$ cat config.mk
export PLATFORM = sky130hd
export DESIGN_NAME = ray_core_scheduler_flat
export DESIGN_NICKNAME = d
export VERILOG_FILES = /design/src/rtl/ray_core_scheduler_if.sv /design/src/rtl/ray_core_scheduler.sv /design/src/flat_wrapper.sv
export SDC_FILE = /design/constraint.sdc
export NUM_CORES = 1
export LEC_CHECK = 0
export ABC_CLOCK_PERIOD_IN_PS = 7300
export BUFFER_PORTS_ARGS = -buffer_cell sky130_fd_sc_hd__buf_2
export CORE_AREA = 2 2 280 282
export CTS_CLUSTER_DIAMETER = 200
export DETAILED_ROUTE_END_ITERATION = 10
export DIE_AREA = 0 0 282 284
export GPL_TIMING_DRIVEN = 0
export MAX_ROUTING_LAYER = met4
export PLACE_DENSITY_LB_ADDON = 0.08
export SYNTH_ARGS = -nofsm -noshare
export SYNTH_HDL_FRONTEND = slang
export SYNTH_SLANG_ARGS = --single-unit
$ cat constraint.sdc
create_clock -name clk -period 7.3 [get_ports clk]
set_clock_uncertainty 0.05 [all_clocks]
set_input_delay 1.095 -clock clk [delete_from_list [all_inputs] [get_ports clk]]
set_output_delay 1.095 -clock clk [all_outputs]
set_load 0.05 [all_outputs]
$ cat src/rtl/ray_core_scheduler_if.sv
// Ray-core and traversal-output bundle for ray_core_scheduler.
// master = scheduler side, slave = cores plus downstream consumer.
interface ray_core_scheduler_if #(
    parameter int NUM_CORES = 4,
    parameter int DW        = 32
);
    logic [NUM_CORES-1:0]    core_en;
    logic [1:0]              core_op_code;
    logic [NUM_CORES-1:0]    core_valid;
    logic [NUM_CORES*DW-1:0] core_dir_x;
    logic [NUM_CORES*DW-1:0] core_dir_y;
    logic [NUM_CORES*DW-1:0] core_dir_z;
    logic [NUM_CORES*DW-1:0] core_index;
    logic [NUM_CORES-1:0]    core_ready;
    logic                    out_valid;
    logic                    out_ready;
    logic [DW-1:0]           out_dir_x;
    logic [DW-1:0]           out_dir_y;
    logic [DW-1:0]           out_dir_z;
    logic [DW-1:0]           out_index;

    modport master (
        output core_en, core_op_code, core_ready,
        output out_valid, out_dir_x, out_dir_y, out_dir_z, out_index,
        input  core_valid, core_dir_x, core_dir_y, core_dir_z, core_index,
        input  out_ready
    );

    modport slave (
        input  core_en, core_op_code, core_ready,
        input  out_valid, out_dir_x, out_dir_y, out_dir_z, out_index,
        output core_valid, core_dir_x, core_dir_y, core_dir_z, core_index,
        output out_ready
    );
endinterface

$ cat src/rtl/ray_core_scheduler.sv
// Frame controller plus round-robin arbiter merging NUM_CORES ray generators
// into one registered output stream; counts rays and pulses frame completion.
module ray_core_scheduler #(
    parameter int NUM_CORES = 4,
    parameter int DW        = 32
) (
    input  logic                 clk,
    input  logic                 reset_n,
    input  logic                 start,
    input  logic [12:0]          image_width,
    input  logic [12:0]          image_height,
    ray_core_scheduler_if.master bus,
    output logic                 busy,
    output logic                 frame_done,
    output logic [DW-1:0]        rays_issued
);
    localparam int PW = (NUM_CORES > 1) ? $clog2(NUM_CORES) : 1;

    typedef enum logic [2:0] {S_IDLE, S_LAUNCH, S_RUN, S_DRAIN, S_DONE} state_t;

    state_t               r_state, w_next;
    logic [25:0]          r_total, r_granted;
    logic [PW-1:0]        r_rr;
    logic                 r_out_valid;
    logic [DW-1:0]        r_out_dir_x, r_out_dir_y, r_out_dir_z, r_out_index;
    logic [DW-1:0]        r_rays;

    logic [25:0]          w_total;
    logic                 w_slot_free, w_xfer, w_found, w_grant, w_start_ok;
    logic [PW-1:0]        w_sel;
    logic [NUM_CORES-1:0] w_ready, w_core_en;
    logic [DW-1:0]        w_dx, w_dy, w_dz, w_idx;
    logic                 w_busy, w_done;

    assign w_total     = 26'(image_width) * 26'(image_height);
    assign w_slot_free = !r_out_valid || bus.out_ready;
    assign w_xfer      = r_out_valid && bus.out_ready;
    assign w_start_ok  = (r_state == S_IDLE) && start;
    assign w_grant     = (r_state == S_RUN) && w_slot_free && (r_granted < r_total) && w_found;

    // Round-robin: first valid core at or above the pointer, then wrap below it.
    always_comb begin
        w_found = 1'b0;
        w_sel   = '0;
        for (int i = 0; i < NUM_CORES; i++) begin
            if (!w_found && bus.core_valid[i] && i >= int'(r_rr)) begin
                w_found = 1'b1;
                w_sel   = PW'(i);
            end
        end
        for (int i = 0; i < NUM_CORES; i++) begin
            if (!w_found && bus.core_valid[i] && i < int'(r_rr)) begin
                w_found = 1'b1;
                w_sel   = PW'(i);
            end
        end
    end

    always_comb begin
        w_ready = '0;
        w_dx    = '0;
        w_dy    = '0;
        w_dz    = '0;
        w_idx   = '0;
        for (int i = 0; i < NUM_CORES; i++) begin
            w_ready[i] = w_grant && (w_sel == PW'(i));
            if (w_sel == PW'(i)) begin
                w_dx  = bus.core_dir_x[i*DW +: DW];
                w_dy  = bus.core_dir_y[i*DW +: DW];
                w_dz  = bus.core_dir_z[i*DW +: DW];
                w_idx = bus.core_index[i*DW +: DW];
            end
        end
    end

    always_ff @(posedge clk or posedge reset_n) begin
        if (reset_n) r_state <= S_IDLE;
        else         r_state <= w_next;
    end

    always_comb begin
        w_next    = r_state;
        w_busy    = 1'b0;
        w_done    = 1'b0;
        w_core_en = '0;
        case (r_state)
            S_IDLE: begin
                if (start) w_next = (w_total == 26'd0) ? S_DONE : S_LAUNCH;
            end
            S_LAUNCH: begin
                w_busy    = 1'b1;
                w_core_en = '1;
                w_next    = S_RUN;
            end
            S_RUN: begin
                w_busy    = 1'b1;
                w_core_en = '1;
                if ((w_grant && (r_granted + 26'd1 == r_total)) || (r_granted >= r_total))
                    w_next = S_DRAIN;
            end
            S_DRAIN: begin
                w_busy = 1'b1;
                if (!r_out_valid) w_next = S_DONE;
            end
            S_DONE: begin
                w_done = 1'b1;
                w_next = S_IDLE;
            end
            default: w_next = S_IDLE;
        endcase
    end

    always_ff @(posedge clk or posedge reset_n) begin
        if (reset_n) begin
            r_total     <= '0;
            r_granted   <= '0;
            r_rr        <= '0;
            r_out_valid <= 1'b0;
            r_out_dir_x <= '0;
            r_out_dir_y <= '0;
            r_out_dir_z <= '0;
            r_out_index <= '0;
            r_rays      <= '0;
        end else begin
            if (w_start_ok) begin
                r_total   <= w_total;
                r_granted <= '0;
            end
            // A grant refills the slot in the same cycle it drains: no bubble.
            if (w_grant) begin
                r_out_valid <= 1'b1;
                r_out_dir_x <= w_dx;
                r_out_dir_y <= w_dy;
                r_out_dir_z <= w_dz;
                r_out_index <= w_idx;
                r_granted   <= r_granted + 26'd1;
                r_rr        <= (int'(w_sel) == NUM_CORES - 1) ? '0 : w_sel + 1'b1;
            end else if (w_xfer) begin
                r_out_valid <= 1'b0;
            end
            if (w_start_ok)  r_rays <= '0;
            else if (w_xfer) r_rays <= r_rays + 1'b1;
        end
    end

    assign bus.core_en      = w_core_en;
    assign bus.core_op_code = 2'(NUM_CORES - 1);
    assign bus.core_ready   = w_ready;
    assign bus.out_valid    = r_out_valid;
    assign bus.out_dir_x    = r_out_dir_x;
    assign bus.out_dir_y    = r_out_dir_y;
    assign bus.out_dir_z    = r_out_dir_z;
    assign bus.out_index    = r_out_index;
    assign busy             = w_busy;
    assign frame_done       = w_done;
    assign rays_issued      = r_rays;
endmodule

$ cat src/flat_wrapper.sv
// flat-port wrapper written by rule: the top's interface ports become plain ports
module ray_core_scheduler_flat 
#(
    parameter int NUM_CORES = 4,
    parameter int DW        = 32
)
  (clk, reset_n, start, image_width, image_height, busy, frame_done, rays_issued, bus_core_en, bus_core_op_code, bus_core_ready, bus_out_valid, bus_out_dir_x, bus_out_dir_y, bus_out_dir_z, bus_out_index, bus_core_valid, bus_core_dir_x, bus_core_dir_y, bus_core_dir_z, bus_core_index, bus_out_ready);
  ray_core_scheduler_if #(.NUM_CORES(NUM_CORES), .DW(DW)) bus_i ();
  input  logic clk;
  input  logic reset_n;
  input  logic start;
  input  logic [12:0] image_width;
  input  logic [12:0] image_height;
  output logic busy;
  output logic frame_done;
  output logic [DW-1:0] rays_issued;
  output wire logic [$bits(bus_i.core_en)-1:0] bus_core_en;
  output wire logic [$bits(bus_i.core_op_code)-1:0] bus_core_op_code;
  output wire logic [$bits(bus_i.core_ready)-1:0] bus_core_ready;
  output wire logic [$bits(bus_i.out_valid)-1:0] bus_out_valid;
  output wire logic [$bits(bus_i.out_dir_x)-1:0] bus_out_dir_x;
  output wire logic [$bits(bus_i.out_dir_y)-1:0] bus_out_dir_y;
  output wire logic [$bits(bus_i.out_dir_z)-1:0] bus_out_dir_z;
  output wire logic [$bits(bus_i.out_index)-1:0] bus_out_index;
  input wire logic [$bits(bus_i.core_valid)-1:0] bus_core_valid;
  input wire logic [$bits(bus_i.core_dir_x)-1:0] bus_core_dir_x;
  input wire logic [$bits(bus_i.core_dir_y)-1:0] bus_core_dir_y;
  input wire logic [$bits(bus_i.core_dir_z)-1:0] bus_core_dir_z;
  input wire logic [$bits(bus_i.core_index)-1:0] bus_core_index;
  input wire logic [$bits(bus_i.out_ready)-1:0] bus_out_ready;
  assign bus_core_en = bus_i.core_en;
  assign bus_core_op_code = bus_i.core_op_code;
  assign bus_core_ready = bus_i.core_ready;
  assign bus_out_valid = bus_i.out_valid;
  assign bus_out_dir_x = bus_i.out_dir_x;
  assign bus_out_dir_y = bus_i.out_dir_y;
  assign bus_out_dir_z = bus_i.out_dir_z;
  assign bus_out_index = bus_i.out_index;
  assign bus_i.core_valid = bus_core_valid;
  assign bus_i.core_dir_x = bus_core_dir_x;
  assign bus_i.core_dir_y = bus_core_dir_y;
  assign bus_i.core_dir_z = bus_core_dir_z;
  assign bus_i.core_index = bus_core_index;
  assign bus_i.out_ready = bus_out_ready;
  ray_core_scheduler #(.NUM_CORES(NUM_CORES), .DW(DW)) u_core (.clk(clk), .reset_n(reset_n), .start(start), .image_width(image_width), .image_height(image_height), .bus(bus_i), .busy(busy), .frame_done(frame_done), .rays_issued(rays_issued));
endmodule
Word-level counts from Yosys, hierarchy flattened --
Index checks and enable logic that the tools add are counted.
Operators by class: reduce and logical (&&, ||, !) cells 40, add/sub/neg operators 3, equality and inequality tests 12, multiplexer cells 44, $mul 1, order comparisons 8
Operator list (count):
- $mux 32 | 18
- $mux 26 | 2
- $add 32x1->32 const B | 1
- $add 26x1->26 const B | 1
- $eq 26x26->1 | 1
- $ge 26x26->1 | 1
- $logic_not 26->1 | 1
- $lt 26x26->1 | 1
- $mul 13x13->26 | 1
- $logic_and 1x1->1 | 22
- $mux 1 | 12
- $mux 2 | 6
- $mux 3 | 4
- $pmux 3 s4 | 1
- $logic_not 1->1 | 7
- $eq 3x2->1 const B | 2
- $ne 2x2->1 const B | 3
- $reduce_bool 2->1 | 3
- $eq 2x1->1 const B | 2
- $eq 2x2->1 const B | 2
- $ge 1x2->1 const A | 2
- $lt 1x2->1 const A | 2
- $mux 4 | 1
- $eq 3x1->1 const B | 1
- 10 further kinds | 11
Storage, ports and cells: bits of input ports 546, register bits after elaboration 218, word-level logic and storage cells 118, output and inout port bits 173

Depth between registers and ports, before layout --
Gate-level depths: netlist of the first run.
depth in word-level cells 31, mapped depth 22, gate-level depth less buffers 21

Worst setup path after synthesis of the first run --
No wires, ideal clock.
kind input-to-reg, start input port image_width[8], end register u_core.r_state[2], setup time 0.103 ns, data arrival time 6.615 ns, setup slack 0.531 ns, stages 21, path buffers 1, required time 7.147 ns, path through clkbuf_1 > and2_1 > fa_1 > inv_1 > fa_1 > inv_1 > fa_1 > fa_1 > inv_1 > fa_1 > inv_1 > ha_1 > a21o_1 > a211o_1 > o2111a_1 > or3_1 > a21oi_1 > o211ai_1 > or3_1 > or3b_1 > o41ai_2
On the way: longest elaborated chain between the ends 5
RTL lines:
- start: declaration | RTL line flat_wrapper.sv:12 | input logic [12:0] image_width;
- $mul 13x13->26 | RTL line ray_core_scheduler.sv:35 | assign w_total = 26'(image_width) * 26'(image_height);
- $logic_not 26->1 | RTL line ray_core_scheduler.sv:88 | if (start) w_next = (w_total == 26'd0) ? S_DONE : S_LAUNCH;
- $mux 3 (2 in series) | RTL line ray_core_scheduler.sv:88
- $pmux 3 s4 | RTL line ray_core_scheduler.sv:86 | case (r_state)
- end signal: assignment | RTL line ray_core_scheduler.sv:78 | else r_state <= w_next;
- end: declaration | RTL line ray_core_scheduler.sv:21 | state_t r_state, w_next;
No other way between the ends. The select of a mux whose other input is x is not followed. A chain may end at the register's enable or synchronous reset.

Worst setup path after layout of the first run --
start input port image_width[7], end register u_core.r_state[2]
Same word-level chain as after synthesis.

==> run metrics, run 1 <==
P_leak 0.0127 uW; Routed WL per cell 24.2 um; DP Area 0.0245 mm2; Slew @ Worst Pin 1.25 ns; Final Setup Violations 0; Root Driver clkbuf_16; mux contribution to synthesized area 0.224%; Switching Fraction 56.3%; Synth Area in XOR/XNOR 3.32%; min cycle time layout 6.89 ns; final global-route overflow total 0; IO Count 719; status finished, final reports clean; area share of and/or/nand/nor cells after synthesis 20.5%; 1st-iter DRT viols 1430; Area growth syn-to-layout 31.2%; CTS sink count 218; die width 282 um; main combinational cell family by area after synthesis compound AO/OA/AOI/OAI gates; die footprint 0.0801 mm2; Max clock buf depth 3; FP Rows 102; ys flop type dfrtp_1; Post-CTS Setup Inserts 0; final hold vios 0; final hold slack 0.424 ns; crit end category flop; maximum vdd drop 0.000177 V; Final Net Count 4015; total CTS buffers 30; Post-synth EDFFs 0; PortBufs 716; worst endpoint data arrival time 7.34 ns; post-DP HPWL 89000 um; Power Dens Cells 440 mW/mm2; share of cells above drive strength 1 24.6%; Relative slew margins 17.0%; met3 routed wirelength 8370 um; crit start category input port; Post-Syn Instances 2499; Synth Area in Adders 19.0%; sequential share of the synthesized area 27.9%; Hold/Removal Path Class in -> async; core area 0.0770 mm2; Initial Util 25.4%; largest net degree at the start of global routing 90; Reg power frac 16.9%; vias in the first global route 22.0k; Clk network pwr share 13.9%; combinational share of power 69.2%; GPL Wtd Cong 0.986; Max Slew Vio Count 0; RSZ-0062 raised after global routing false; antenna violations before repair 39; fin area 0.0256 mm2; mean post-synth cell area 7.81 um2; Yosys warnings 0; # H-tree levels 1; routed wl met2 50400 um; Distinct cells, synth 71; wire length on met1 43700 um; Max-Cap Viols 0; clock-pin slew on the worst setup and hold paths 0.06 ns; first-pass GRT wire length 151000 um; Antenna Nets Post-Route 0; Worst Path Required 7.75 ns; post-place setup slack -0.566 ns; worst-path maximum fanout 10; clk_lat worst skew 0.61 ns; post-synthesis compound-gate area fraction 21.4%; Psw 6340 uW; flops & latches, synth 218; vias 21.2k; routed wire length 105000 um; GRT Total Usage 26.4%; Internal 4930 uW; crit path kind in -> reg; FMAX 145 MHz; Die H 284 um; DRT Pass-1 Iters 5; vias per cell 4.88; CTS tree done; final period utilization 94.4%; DRC 0; synthesized area 0.0195 mm2; DR top layer met4; setup ws final 0.410 ns; Post-synth ARST share 100%
power groups by stage:
| stage | combinational (uW) | clock, uW | sequential (uW) |
|---|---|---|---|
| 2_1_floorplan | 4330 | 0 | 2830 |
| 3_5_place_dp | 7830 | 0 | 1920 |
| 3_3_place_gp | 7780 | 0 | 1910 |
| 4_1_cts | 7870 | 1620 | 1900 |
| 5_1_grt | 8690 | 1670 | 1950 |
| 6_report | 7800 | 1570 | 1900 |
state kept, by name (all words and copies together), names as in the netlist:
| register | cells |
|---|---|
| u_core.bus.out_dir_x | 32 |
| u_core.bus.out_dir_y | 32 |
| u_core.bus.out_dir_z | 32 |
| u_core.bus.out_index | 32 |
| u_core.rays_issued | 32 |
| u_core.r_granted | 26 |
| u_core.r_total | 26 |
| u_core.r_state | 3 |
| u_core.r_rr | 2 |
| u_core.bus.out_valid | 1 |
worst paths after layout:
kind	from	to	slack [ns]	depth (start not counted)
worst max-delay path	image_width[7]	u_core.r_state[2]$_DFFE_PP0P_	0.41	22
worst min-delay path	reset_n	u_core.rays_issued[13]$_DFFE_PP0P_	0.42	2
worst max register to register	u_core.r_rr[1]$_DFFE_PP0P_	u_core.bus.out_dir_z[0]$_DFFE_PP0P_	2.26	17
worst min register to register	u_core.bus.out_dir_x[6]$_DFFE_PP0P_	u_core.bus.out_dir_x[6]$_DFFE_PP0P_	0.43	2
max in group asynchronous	reset_n	u_core.bus.out_index[4]$_DFFE_PP0P_	5.41	4
min in group clk	u_core.bus.out_dir_x[6]$_DFFE_PP0P_	u_core.bus.out_dir_x[6]$_DFFE_PP0P_	0.43	2
stage by stage:
| stage | TNS (ns) | power [uW] | instances | utilization, % |
|---|---|---|---|---|
| floorplan | 0 | 7160 | 2500 | - |
| global placement | -687.27 | 9680 | 4256 | 31.7 |
| detailed placement | -0.829 | 9750 | 4259 | 31.8 |
| CTS | 0 | 11400 | 4315 | 33.2 |
| global route | 0 | 12300 | 4336 | 33.3 |
| finish | 0 | 11300 | 4342 | 33.3 |
area by class of cell:
type,instances,area [um2]
fillers,8548,51300
multi-input cells,1898,12600
flip-flops and latches,218,5460
repair buffers,719,3650
well taps,1040,1300
clock buffers,40,848
inverters,205,777
plain buffers,173,683
clock inverters,16,209
diodes,33,82.6
cell usage after synthesis (8+ instances only):
library cell | number | area share, %
a22oi_1 | 128 | 4.9
nand2_1 | 270 | 5.2
buf_1 | 9 | 0.17
inv_1 | 205 | 3.9
a21oi_1 | 299 | 7.7
xnor2_1 | 44 | 2.0
fa_1 | 121 | 12
xor2_1 | 30 | 1.3
a31oi_1 | 8 | 0.26
o21ai_0 | 208 | 5.3
dfrtp_1 | 218 | 28
nand3_1 | 32 | 0.82
a21o_1 | 12 | 0.46
and3_1 | 10 | 0.32
o31ai_1 | 15 | 0.58
nand2b_1 | 9 | 0.29
o211ai_1 | 8 | 0.31
nor2_1 | 342 | 6.6
or3_1 | 10 | 0.32
clkbuf_1 | 157 | 3.0
and4_1 | 8 | 0.36
nor3_1 | 17 | 0.44
and2_1 | 117 | 3.7
ha_1 | 103 | 6.6
nand4_1 | 23 | 0.74
layout by cell type, fill, tap and decap left out, types with 3 or more instances in the layout:
cell type	n
fa_1	121
nand3_1	32
xor2_1	30
nand2b_1	9
clkbuf_1	155
nor3_1	17
and2_1	117
o211a_1	3
a31oi_1	8
inv_1	204
nor2b_1	7
bufinv_16	4
o21ai_0	208
nand2_1	270
mux2_2	3
nor4_1	4
a22oi_1	128
o41ai_1	7
buf_1	9
clkbuf_8	6
dfrtp_1	218
buf_4	8
buf_2	722
a21oi_1	298
and3_1	10
o31ai_1	15
ha_1	103
clkbuf_16	30
o21a_1	3
and4_1	8
a21o_1	12
nand4_1	23
or3_1	10
xnor2_1	44
clkinv_2	10
nor2_1	342
o211ai_1	8
diode_2	33
nand3b_1	5
per-layer routing:
metal	GRT usage (%)	vias to the layer above
li1	-	9962
met1	31.6	10386
met4	6.66	0
met2	43.8	721
met3	6.92	106
met5	-	-
kinds of logic after synthesis:
group / after synthesis
buf+inv: 384
xor+xnor: 74
other cells: 1
mux: 4
simple gates: 875
compound gates: 719
flops: 218
fa+ha+maj: 224
critical path, cell delays in order:
cell	delay, ns
buf_2	0.12
clkbuf_1	0.45
and2_1	0.23
fa_1	0.41
inv_1	0.08
fa_1	0.41
inv_1	0.09
fa_1	0.46
fa_1	0.54
inv_1	0.05
fa_1	0.47
inv_1	0.04
ha_1	0.36
a21o_1	0.22
a211o_1	0.33
o2111a_1	0.28
or3_1	0.39
a21oi_1	0.20
o211ai_1	0.10
or3_1	0.39
or3b_1	0.42
o41ai_2	0.20
repair_timing:
item                                    CTS  global route
endpoints found under the setup margin    0             2
resized for setup                         0             3
hold buffers                              0             0
(Power assumes the default switching activity.)
==> inputs of run 2 (changes only) <==
==> constraint.sdc (replaced) <==
create_clock -name clk -period 7.3 [get_ports clk]
set_clock_uncertainty 0.05 [all_clocks]
set_input_delay 0.365 -clock clk [delete_from_list [all_inputs] [get_ports clk]]
set_output_delay 0.365 -clock clk [all_outputs]
set_load 0.05 [all_outputs]
==> run 2 against run 1 <==
Core utilization rose by 0.56 points. Largest power group unchanged. Critical path depth stayed put. Maximum frequency is 7.5% higher. Die area unchanged. Design area grew 1.7%. Final cell count is 1.0% higher. Total power about the same. Via count rose by 0.49%. Worst hold slack worse by 0.39 ns.
==> run metrics, run 2 (same netlist as run 1, synthesis figures left out) <==
Routed WL per cell 24.1 um (was 24.2 um); most used cell, CP fa_1 (unchanged); vias per cell 4.85 (was 4.88); P_leak 0.0129 uW (was 0.0127 uW); crit end category flop (unchanged); filler instances 8512 (was 8548); crit path kind in -> reg (unchanged); Relative slew margins 19.3% (was 17.0%); worst-path maximum fanout 10 (unchanged); Max Slew Vio Count 0 (unchanged); Crit path largest cell delay 0.61 ns (was 0.54 ns); largest net degree at the start of global routing 90 (unchanged); clk_lat worst skew 0.60 ns (was 0.61 ns); Slew @ Worst Pin 1.21 ns (was 1.25 ns); GPL Wtd Cong 0.986 (unchanged); flop-to-flop setup slack 2.33 ns (was 2.26 ns); # H-tree levels 1 (unchanged); Antenna Nets Post-Route 0 (unchanged); hold endpoint u_core.bus.out_index[21]$_DFFE_PP0P_; maximum vdd drop 0.000176 V (was 0.000177 V); DRC 0 (unchanged); routed wire length 106000 um (was 105000 um); multi-input logic area 0.0126 mm2 (about the same); total power 11300 uW (about the same); Buf/Inv on CP 6 (unchanged); most frequent cells in the layout buf_2 (722), nor2_1 (342), a21oi_1 (299) (was buf_2 (722), nor2_1 (342), a21oi_1 (298)); r2r endpoint u_core.bus.out_dir_z[0]$_DFFE_PP0P_ (unchanged); Hold/Removal Path Class in -> reg (was in -> async); Initial Util 25.4% (unchanged); CP max-delay cell a211oi_1 (was fa_1); PostCTS Resize Cnt 0 (unchanged); final global-route overflow total 0 (unchanged); Hold Crit Depth 3; commonest non-fill, non-tap cell in the layout buf_2 (unchanged); DRT Pass-1 Iters 5 (unchanged); FMAX 156 MHz (was 145 MHz); antenna violations before repair 36 (was 39); min cycle time layout 6.41 ns (was 6.89 ns); Power Dens Cells 433 mW/mm2 (was 440 mW/mm2); DP Area 0.0245 mm2 (unchanged); first-pass GRT wire length 152000 um (was 151000 um); status finished, final reports clean (unchanged); Max-Cap Viols 0 (unchanged); FF-to-FF path depth 17 (unchanged); clock-pin slew on the worst setup and hold paths 0.06 ns (about the same); vias in the first global route 22.2k (was 22.0k); R2R Path Start u_core.r_rr[1]$_DFFE_PP0P_ (unchanged); IO Count 719 (unchanged); kind of cell adding the most delay to the critical path adder cells (unchanged); die width 282 um (unchanged); Area growth syn-to-layout 33.4% (was 31.2%); CTS tree done (unchanged); post-DP HPWL 89000 um (unchanged); core area 0.0770 mm2 (unchanged); final hold vios 0 (unchanged); worst endpoint data arrival time 6.86 ns (was 7.34 ns); total CTS buffers 30 (unchanged); PortBufs 716 (unchanged); Die H 284 um (unchanged); CP cell instances buf_2 -> clkbuf_1 -> and2_1 -> fa_1 -> inv_1 -> fa_1 -> inv_1 -> fa_1 -> fa_1 -> inv_1 -> fa_1 -> inv_1 -> ha_1 -> nand2_1 -> a211oi_1 -> o211ai_1 -> a31oi_1 -> xnor2_1 -> o211ai_1 -> or3_1 -> or3b_1 -> o41ai_2 (was buf_2 -> clkbuf_1 -> and2_1 -> fa_1 -> inv_1 -> fa_1 -> inv_1 -> fa_1 -> fa_1 -> inv_1 -> fa_1 -> inv_1 -> ha_1 -> a21o_1 -> a211o_1 -> o2111a_1 -> or3_1 -> a21oi_1 -> o211ai_1 -> or3_1 -> or3b_1 -> o41ai_2); Worst Hold Launch bus_core_index[117]; Worst Path Required 7.75 ns (about the same); fin area 0.0260 mm2 (was 0.0256 mm2); Final Net Count 4064 (was 4015); CTS sink count 218 (unchanged); vias 21.3k (was 21.2k); crit start category input port (unchanged); RSZ-0062 raised after global routing false (unchanged); Max clock buf depth 3 (unchanged); FP Rows 102 (unchanged); GRT Total Usage 26.5% (was 26.4%); die footprint 0.0801 mm2 (unchanged); Final Setup Violations 0 (unchanged); share of cells above drive strength 1 24.2% (was 24.6%); Root Driver clkbuf_16 (unchanged); final period utilization 87.8% (was 94.4%); Seq. cell area 0.00546 mm2 (unchanged); 1st-iter DRT viols 1285 (was 1430)
==> run 2: changes by cell type in the layout (fill, tap and decap cells not counted), sizes merged <==
cell	delta
dlygate4sd3	+43
clkbuf	+6
diode	-4
==> run 2: through the flow <==
stage	setup WS [ns]	hold WS [ns]	cells	setup TNS, ns	utilization (%)
3_3_place_gp	-2.49	0.411	4256	-527.37	31.7
4_1_cts	0.823	0.00139	4358	0	33.7
2_1_floorplan	0.921	0.404	2500	0	-
6_report	0.890	0.0292	4387	0	33.8
3_5_place_dp	0.164	0.332	4259	0	31.8
5_1_grt	0.387	0.0241	4383	0	33.8
==> run 2: tightest hold or removal path, stage by stage <==
cell	delay [ns]
buf_2	0.07
a21oi_1	0.05
o21ai_0	0.13
==> run 2: how the worst max path moves through the flow <==
stage          slack (ns)       startpoint                                  end  cells past startpoint
2_1_floorplan        0.92          reset_n  u_core.bus.out_dir_x[0]$_DFFE_PP0P_                      1
3_3_place_gp        -2.49          reset_n  u_core.bus.out_index[4]$_DFFE_PP0P_                      2
3_5_place_dp         0.16   image_width[5]        u_core.r_state[2]$_DFFE_PP0P_                     21
4_1_cts              0.82   image_width[5]        u_core.r_state[2]$_DFFE_PP0P_                     21
5_1_grt              0.39  image_height[1]        u_core.r_state[2]$_DFFE_PP0P_                     22
6_report             0.89  image_height[1]        u_core.r_state[2]$_DFFE_PP0P_                     22
==> run 2: area by class of cell <==
type | instances | area share, %
Clock buffer | 40 | 3.26
Buffer | 179 | 2.71
Multi-Input combinational cell | 1898 | 48.4
Inverter | 205 | 2.98
Tap cell | 1040 | 5.00
Sequential cell | 218 | 20.9
Timing Repair Buffer | 762 | 15.7
Clock inverter | 16 | 0.802
Antenna cell | 29 | 0.279
==> run 2: routing by layer <==
| layer | global-route usage [%] | vias to the layer above | share of wire [%] |
|---|---|---|---|
| met1 | 31.9 | 10400 | 42 |
| met2 | 43.9 | 727 | 48 |
| met3 | 6.68 | 104 | 7.9 |
| met5 | - | - | 0 |
| met4 | 6.69 | 0 | 2.5 |
| li1 | - | 10048 | - |
==> run 2: report_power, final <==
group	total (uW)	switching (uW)	internal (uW)
Sequential	1900	295	1610
Clock	1570	612	957
Combinational	7810	5430	2380
Total	11300	6340	4940
==> run 2: timing repair <==
action                                 4_1_cts  5_1_grt
endpoints found under the hold margin       84        0
hold buffers                                43        0
setup endpoints to repair                    0        0
buffers inserted                             0        0
